$ cat config.mk
export PLATFORM = sky130hd
export DESIGN_NAME = rv32_if_fetch
export DESIGN_NICKNAME = d
export VERILOG_FILES = /design/src/rtl/rv32_if_fetch.sv
export SDC_FILE = /design/constraint.sdc
export NUM_CORES = 1
export LEC_CHECK = 0
export CAP_MARGIN = 20
export CORE_MARGIN = 2
export CORE_UTILIZATION = 35
export DETAILED_ROUTE_END_ITERATION = 10
export GPL_ROUTABILITY_DRIVEN = 0
export RECOVER_POWER = 100
export SYNTH_ARGS = -nofsm -noshare
export SYNTH_HDL_FRONTEND = slang
export SYNTH_SLANG_ARGS = --single-unit
$ cat constraint.sdc
create_clock -name clk -period 19.06 [get_ports clk]
set_input_delay 2.859 -clock clk [delete_from_list [all_inputs] [get_ports clk]]
set_output_delay 2.859 -clock clk [all_outputs]
set_load 0.01 [all_outputs]
$ cat src/rtl/rv32_if_fetch.sv
// RV32I fetch stage: owns the fetch PC, issues in-order imem requests and buffers words in a 2-entry FIFO.
// Optional IF_ALIGN_CHECK_EN: a misaligned redirect raises fetch_fault_out instead of truncating the target.

module rv32_if_fetch #(
  parameter logic [31:0] RESET_PC = 32'h0000_0000,
  parameter logic [31:0] NOP_IW   = 32'h0000_0013
) (
  input  logic        clk,
  input  logic        reset,
  input  logic        jump_enable_in,
  input  logic [31:0] jump_addr_in,
  input  logic        halt_pipeline_in,
  output logic        imem_req_valid,
  output logic [31:0] imem_req_addr,
  input  logic        imem_req_ready,
  input  logic        imem_rsp_valid,
  input  logic [31:0] imem_rsp_data,
  output logic [31:0] pc_out,
  output logic [31:0] iw_out,
  output logic        fetch_fault_out
);

  logic [31:0] fetch_pc_q, fetch_pc_d;
  logic [1:0]  out_cnt_q, out_cnt_d;
  logic [1:0]  drop_cnt_q, drop_cnt_d;
  logic [1:0]  fifo_cnt_q, fifo_cnt_d;
  logic [31:0] fifo_pc_q [2];
  logic [31:0] fifo_pc_d [2];
  logic [31:0] fifo_iw_q [2];
  logic [31:0] fifo_iw_d [2];
  logic [31:0] pcq_q [2];
  logic [31:0] pcq_d [2];
  logic [31:0] pc_out_q, pc_out_d;
  logic [31:0] iw_out_q, iw_out_d;
  logic        fault_q;

  logic        pop;
  logic        rsp_take;
  logic        rsp_drop;
  logic        fire;
  logic        fifo_wr_sel;
  logic        pcq_wr_sel;
  logic [2:0]  occupancy;
  logic [2:0]  drop_sum;
  logic [31:0] jump_tgt;
  logic        jump_misaligned;

`ifdef IF_ALIGN_CHECK_EN
  assign jump_tgt        = jump_addr_in;
  assign jump_misaligned = (jump_addr_in[1:0] != 2'b00);

  // The fault is sticky until the next redirect decides afresh.
  always_ff @(posedge clk or posedge reset) begin
    if (reset) begin
      fault_q <= 1'b0;
    end else if (jump_enable_in) begin
      fault_q <= jump_misaligned;
    end
  end
`else
  logic align_bits_unused;
  assign align_bits_unused = |jump_addr_in[1:0];
  assign jump_tgt          = {jump_addr_in[31:2], 2'b00};
  assign jump_misaligned   = 1'b0;
  assign fault_q           = 1'b0;
`endif

  assign pop      = !halt_pipeline_in && !fault_q && (fifo_cnt_q != 2'd0);
  assign rsp_drop = imem_rsp_valid && (drop_cnt_q != 2'd0);
  assign rsp_take = imem_rsp_valid && (drop_cnt_q == 2'd0);

  // Credits: buffered plus outstanding words, counting the slot freed by this cycle's pop.
  assign occupancy = {1'b0, fifo_cnt_q} + {1'b0, out_cnt_q} - {2'b00, pop};

  assign imem_req_valid = !reset && !jump_enable_in && !fault_q && (occupancy < 3'd2);
  assign imem_req_addr  = fetch_pc_q;
  assign fire           = imem_req_valid && imem_req_ready;

  assign drop_sum = {1'b0, drop_cnt_q} - {2'b00, rsp_drop}
                  + {1'b0, out_cnt_q}  - {2'b00, rsp_take};

  assign fifo_wr_sel = pop ? (fifo_cnt_q == 2'd2) : (fifo_cnt_q == 2'd1);
  assign pcq_wr_sel  = rsp_take ? (out_cnt_q == 2'd2) : (out_cnt_q == 2'd1);

  always_comb begin
    fetch_pc_d = fetch_pc_q;
    out_cnt_d  = out_cnt_q;
    drop_cnt_d = drop_cnt_q;
    fifo_cnt_d = fifo_cnt_q;
    fifo_pc_d  = fifo_pc_q;
    fifo_iw_d  = fifo_iw_q;
    pcq_d      = pcq_q;
    pc_out_d   = pc_out_q;
    iw_out_d   = iw_out_q;

    if (jump_enable_in) begin
      // Every word still owed by memory for the old path must be discarded on arrival.
      fetch_pc_d = jump_tgt;
      out_cnt_d  = 2'd0;
      fifo_cnt_d = 2'd0;
      drop_cnt_d = (drop_sum > 3'd2) ? 2'd2 : drop_sum[1:0];
      pc_out_d   = jump_misaligned ? jump_addr_in : 32'h0;
      iw_out_d   = NOP_IW;
    end else begin
      if (fire) begin
        fetch_pc_d = fetch_pc_q + 32'd4;
      end
      drop_cnt_d = drop_cnt_q - {1'b0, rsp_drop};
      out_cnt_d  = out_cnt_q + {1'b0, fire} - {1'b0, rsp_take};
      fifo_cnt_d = fifo_cnt_q + {1'b0, rsp_take} - {1'b0, pop};

      if (rsp_take) begin
        pcq_d[0] = pcq_q[1];
      end
      if (fire) begin
        pcq_d[pcq_wr_sel] = fetch_pc_q;
      end

      if (pop) begin
        fifo_pc_d[0] = fifo_pc_q[1];
        fifo_iw_d[0] = fifo_iw_q[1];
      end
      if (rsp_take) begin
        fifo_pc_d[fifo_wr_sel] = pcq_q[0];
        fifo_iw_d[fifo_wr_sel] = imem_rsp_data;
      end

      if (!halt_pipeline_in && !fault_q) begin
        if (fifo_cnt_q != 2'd0) begin
          pc_out_d = fifo_pc_q[0];
          iw_out_d = fifo_iw_q[0];
        end else begin
          pc_out_d = 32'h0;
          iw_out_d = NOP_IW;
        end
      end
    end
  end

  always_ff @(posedge clk or posedge reset) begin
    if (reset) begin
      fetch_pc_q   <= RESET_PC;
      out_cnt_q    <= 2'd0;
      drop_cnt_q   <= 2'd0;
      fifo_cnt_q   <= 2'd0;
      fifo_pc_q[0] <= 32'h0;
      fifo_pc_q[1] <= 32'h0;
      fifo_iw_q[0] <= 32'h0;
      fifo_iw_q[1] <= 32'h0;
      pcq_q[0]     <= 32'h0;
      pcq_q[1]     <= 32'h0;
      pc_out_q     <= 32'h0;
      iw_out_q     <= NOP_IW;
    end else begin
      fetch_pc_q <= fetch_pc_d;
      out_cnt_q  <= out_cnt_d;
      drop_cnt_q <= drop_cnt_d;
      fifo_cnt_q <= fifo_cnt_d;
      fifo_pc_q  <= fifo_pc_d;
      fifo_iw_q  <= fifo_iw_d;
      pcq_q      <= pcq_d;
      pc_out_q   <= pc_out_d;
      iw_out_q   <= iw_out_d;
    end
  end

  assign pc_out          = pc_out_q;
  assign iw_out          = iw_out_q;
  assign fetch_fault_out = fault_q;

endmodule

==> flow_summary.yaml <==
status:
  status: "finished, violations left"
  violations: "max-capacitance violations, max-slew violations"
die:
  io_pins: 168
  core-area_sq_mm: 0.03446
  initial_core_util_pct: 35.49
  dieArea_sq_mm: 0.03645
  dieWidth_microns: 190.9
  rows: 68
  fp.dieH_microns: 190.9
sta:
  worst_slew_pin_slew_ns: 4.917
  fin_tns_setup_ns: 0
  max_slew_margin_pct: -229.6
  fmax_ghz: 0.1069
  slew_viol_final: 368
  finalSetupViolCount: 0
  rsz0062_at_grt: "false"
  period_share_pct: 49.10
  skew_ns: 0.01216
  post-route-min-period_ns: 9.359
  hold_viol: 0
worst_setup_path:
  reg2reg_from: "fifo_cnt_q[1]$_DFF_PP0_"
  r2r-end: "pcq_q[11]$_DFFE_PP0P_"
  cp_max_fo: 41
  r2r_slack_ns: 12.22
  crit_path_end_kind: "flip-flop"
  crit_type: "input port to flip-flop"
  critPathCapture: "pcq_q[11]$_DFFE_PP0P_"
  cp.required_ns: 19.44
  ff2ff_path_depth: 9
  worstPathArrival_ns: 9.74
  worstSetupStartpointType: "input port"
  startpoint: "halt_pipeline_in"
layout:
  final_util_pct: 44.25
  multiInputGateArea_sq_mm: 0.004352
  layout-drive-gt1-share_pct: 15.04
  n_fill_cell: 3185
  nNetsFinal: 1191
  syn2layout_area_growth_pct: 24.69
  n_antenna_cell: 0
  seq_area_sq_mm: 0.007261
pwr:
  internal_power_mw: 1.425
  vdd_drop_max_mv: 0.05640
  switching_share_pct: 30.61
  pwr-share-clk_pct: 30.1
  leakage_nw: 7.351
  switching_power_mw: 0.6284
  combPwrFrac_pct: 24.2
  power.density_mw_per_mm2: 134.7
  p_seq_share_pct: 45.8
grt:
  grt-ovfl-total: 0
  gr-usage-all-layers_pct: 16.76
  antenna_found_initial: 0
  grt_max_degree: 183
  grt_pass1_vias: 8566
  grt_first_pass_wirelength_mm: 48.79
logic_synthesis:
  synth_cell_type_count: 59
  avgSynthCellArea_sq_um: 12.58
  synthArstFlopShare_pct: 100.0
  syn_inst: 972
  synthTopCellsByArea: "dfrtp_1, mux2_2, a222oi_1, a22o_1, inv_1"
  synth_area_leader_cell: "dfrtp_1"
  ys_seq_elements: 290
  synth_flop_cell: "dfrtp_1"
  synth_top_area_share_pct: 58.73
  syn_area_sq_mm: 0.01223
  synth-edff-count: 0
  synth-seq-area-share_pct: 59.38
  yosysWarnings: 0
clocking:
  cts_sinks: 290
  cts_hold_buf: 0
  cts_tree: "built"
  clk_latency_ns: 0.50
  cts_root_buf: "clkbuf_16"
  cts_resized: 0
  htreeDepth: 2
  cts_made_buffers: 34
  path_clk_slew_ns: 0.06
  clk_path_buf_depth: 3
  cts_setup_buffers: 0
route:
  ant_nets: 0
  via_count: 8603
  via_per_inst: 5.428
  drt_iter0_drc: 738
  wire_per_inst_microns: 19.15
  dr.pass1.iters: 7
  wirelength_mm: 30.35
  drc_errors: 0
placed_design:
  dpl.hpwl_mm: 18.15
  portBuffers: 162
worst_hold_path:
  min_path_type: "flip-flop to flip-flop"
flow_run:
  max-cap-violations: 6
[kinds of logic (layout without fill, tap and decap cells)]
logic type	after synthesis	in the layout	synth area share, %
DFF	290	290	59.38
buffers and inverters	157	313	5.219
adders and majority gates	13	13	1.514
muxes	110	110	9.966
other	1	3	0.03067
AOI/OAI and AO/OA	234	234	15.88
and+or+nand+nor	159	159	7.439
xor gates and xnor gates	8	8	0.5729
[per-stage QoR]
stage               cell area, sq um  total power, mW  setup WS [ns]  std cells  hold slack, ns
global route                   15250            2.182          9.120       1585          0.4977
CTS                            15300            2.093          10.33       1585          0.4804
detailed placement             14240            1.463          10.36       1527          0.4694
floorplan                      12240            1.273          8.200        974          0.4521
finish                         15250            2.053          9.701       1585          0.4768
global placement               14240            1.439          10.38       1527          0.4576
[registers in the layout (all words and copies together), names as in the netlist]
signal         cells
imem_req_addr     30
drop_cnt_q         2
pc_out            32
fifo_cnt_q         2
fifo_iw_q         64
fifo_pc_q         64
pcq_q             62
out_cnt_q          2
iw_out            32
[critical path: stages]
cell and delay (ns):
dlygate4sd3_1 0.65, nor3_1 0.56, o21ai_0 0.23, fa_1 0.64, nand4bb_4 0.13, nor2_1 1.00
inv_1 0.99, nor2_1 2.19, mux2_2 0.47
[Yosys cell counts (7+ instances only)]
library cell,number
dfrtp_1,287
mux2_2,94
inv_1,82
a222oi_1,64
a22o_1,62
clkbuf_1,49
nor2_1,39
nand2_1,34
a21oi_1,25
o21ai_0,24
a221o_1,20
and2_1,17
mux2i_1,16
nand3_1,14
buf_2,12
ha_1,10
buf_4,9
nand4_1,9
nor3_1,8
o311ai_0,7
[cells in the final DEF (no fill, tap or decap), drive strengths merged, types with 4 or more instances in the layout]
master,instances
o21ai,25
a32oi,4
or3,4
and2,23
xnor2,4
a22o,62
a221o,20
dlygate4sd3,98
a222oi,64
mux2,94
xor2,4
nor4,5
o311ai,7
and3,6
buf,6
nor3,8
inv,85
nand3,14
a21oi,25
nand4,12
clkbuf,56
clkdlybuf4s50,63
mux2i,16
nor2,41
o211ai,5
nand2,35
nor2b,4
ha,10
dfrtp,287
[how the worst min path moves through the flow]
stage / start / endpoint / slack (ns) / depth (start not counted)
after floorplan: fifo_iw_q[0]$_DFFE_PP0P_ / fifo_iw_q[32]$_DFFE_PP0N_ / 0.45 / 2
after global placement: fifo_iw_q[7]$_DFFE_PP0P_ / fifo_iw_q[39]$_DFFE_PP0N_ / 0.46 / 2
after detailed placement: fifo_iw_q[13]$_DFFE_PP0P_ / fifo_iw_q[45]$_DFFE_PP0N_ / 0.47 / 2
after CTS: fifo_iw_q[18]$_DFFE_PP0P_ / fifo_iw_q[50]$_DFFE_PP0N_ / 0.48 / 2
after global routing: fifo_pc_q[35]$_DFFE_PP0N_ / pc_out[3]$_DFFE_PP0P_ / 0.50 / 1
final: fifo_iw_q[25]$_DFFE_PP0P_ / fifo_iw_q[57]$_DFFE_PP0N_ / 0.48 / 2
[cell type report]
cell class	count	share of cell area (%)
multi-input cells	527	28.54
inverters	84	2.076
well taps	455	3.734
flip-flops and latches	290	47.62
repair buffers	171	11.05
clock inverters	6	0.2954
clock buffers	52	6.688
[power groups by stage]
stage	Sequential, mW	Combinational (mW)	Clock (mW)
2_1_floorplan	0.911	0.362	0
3_3_place_gp	0.941	0.498	0
3_5_place_dp	0.949	0.513	0
4_1_cts	0.941	0.516	0.636
5_1_grt	0.965	0.553	0.664
6_report	0.940	0.496	0.617
[layer usage]
metal | vias to the layer above | share of wire (%) | global-route usage, %
met5 | - | 0 | 0
met4 | 0 | 1.5 | 3.816
met3 | 36 | 7.2 | 3.103
met2 | 303 | 45 | 25.46
met1 | 4367 | 46 | 24.83
li1 | 3897 | - | -
Power figures use the tool's default switching activity.
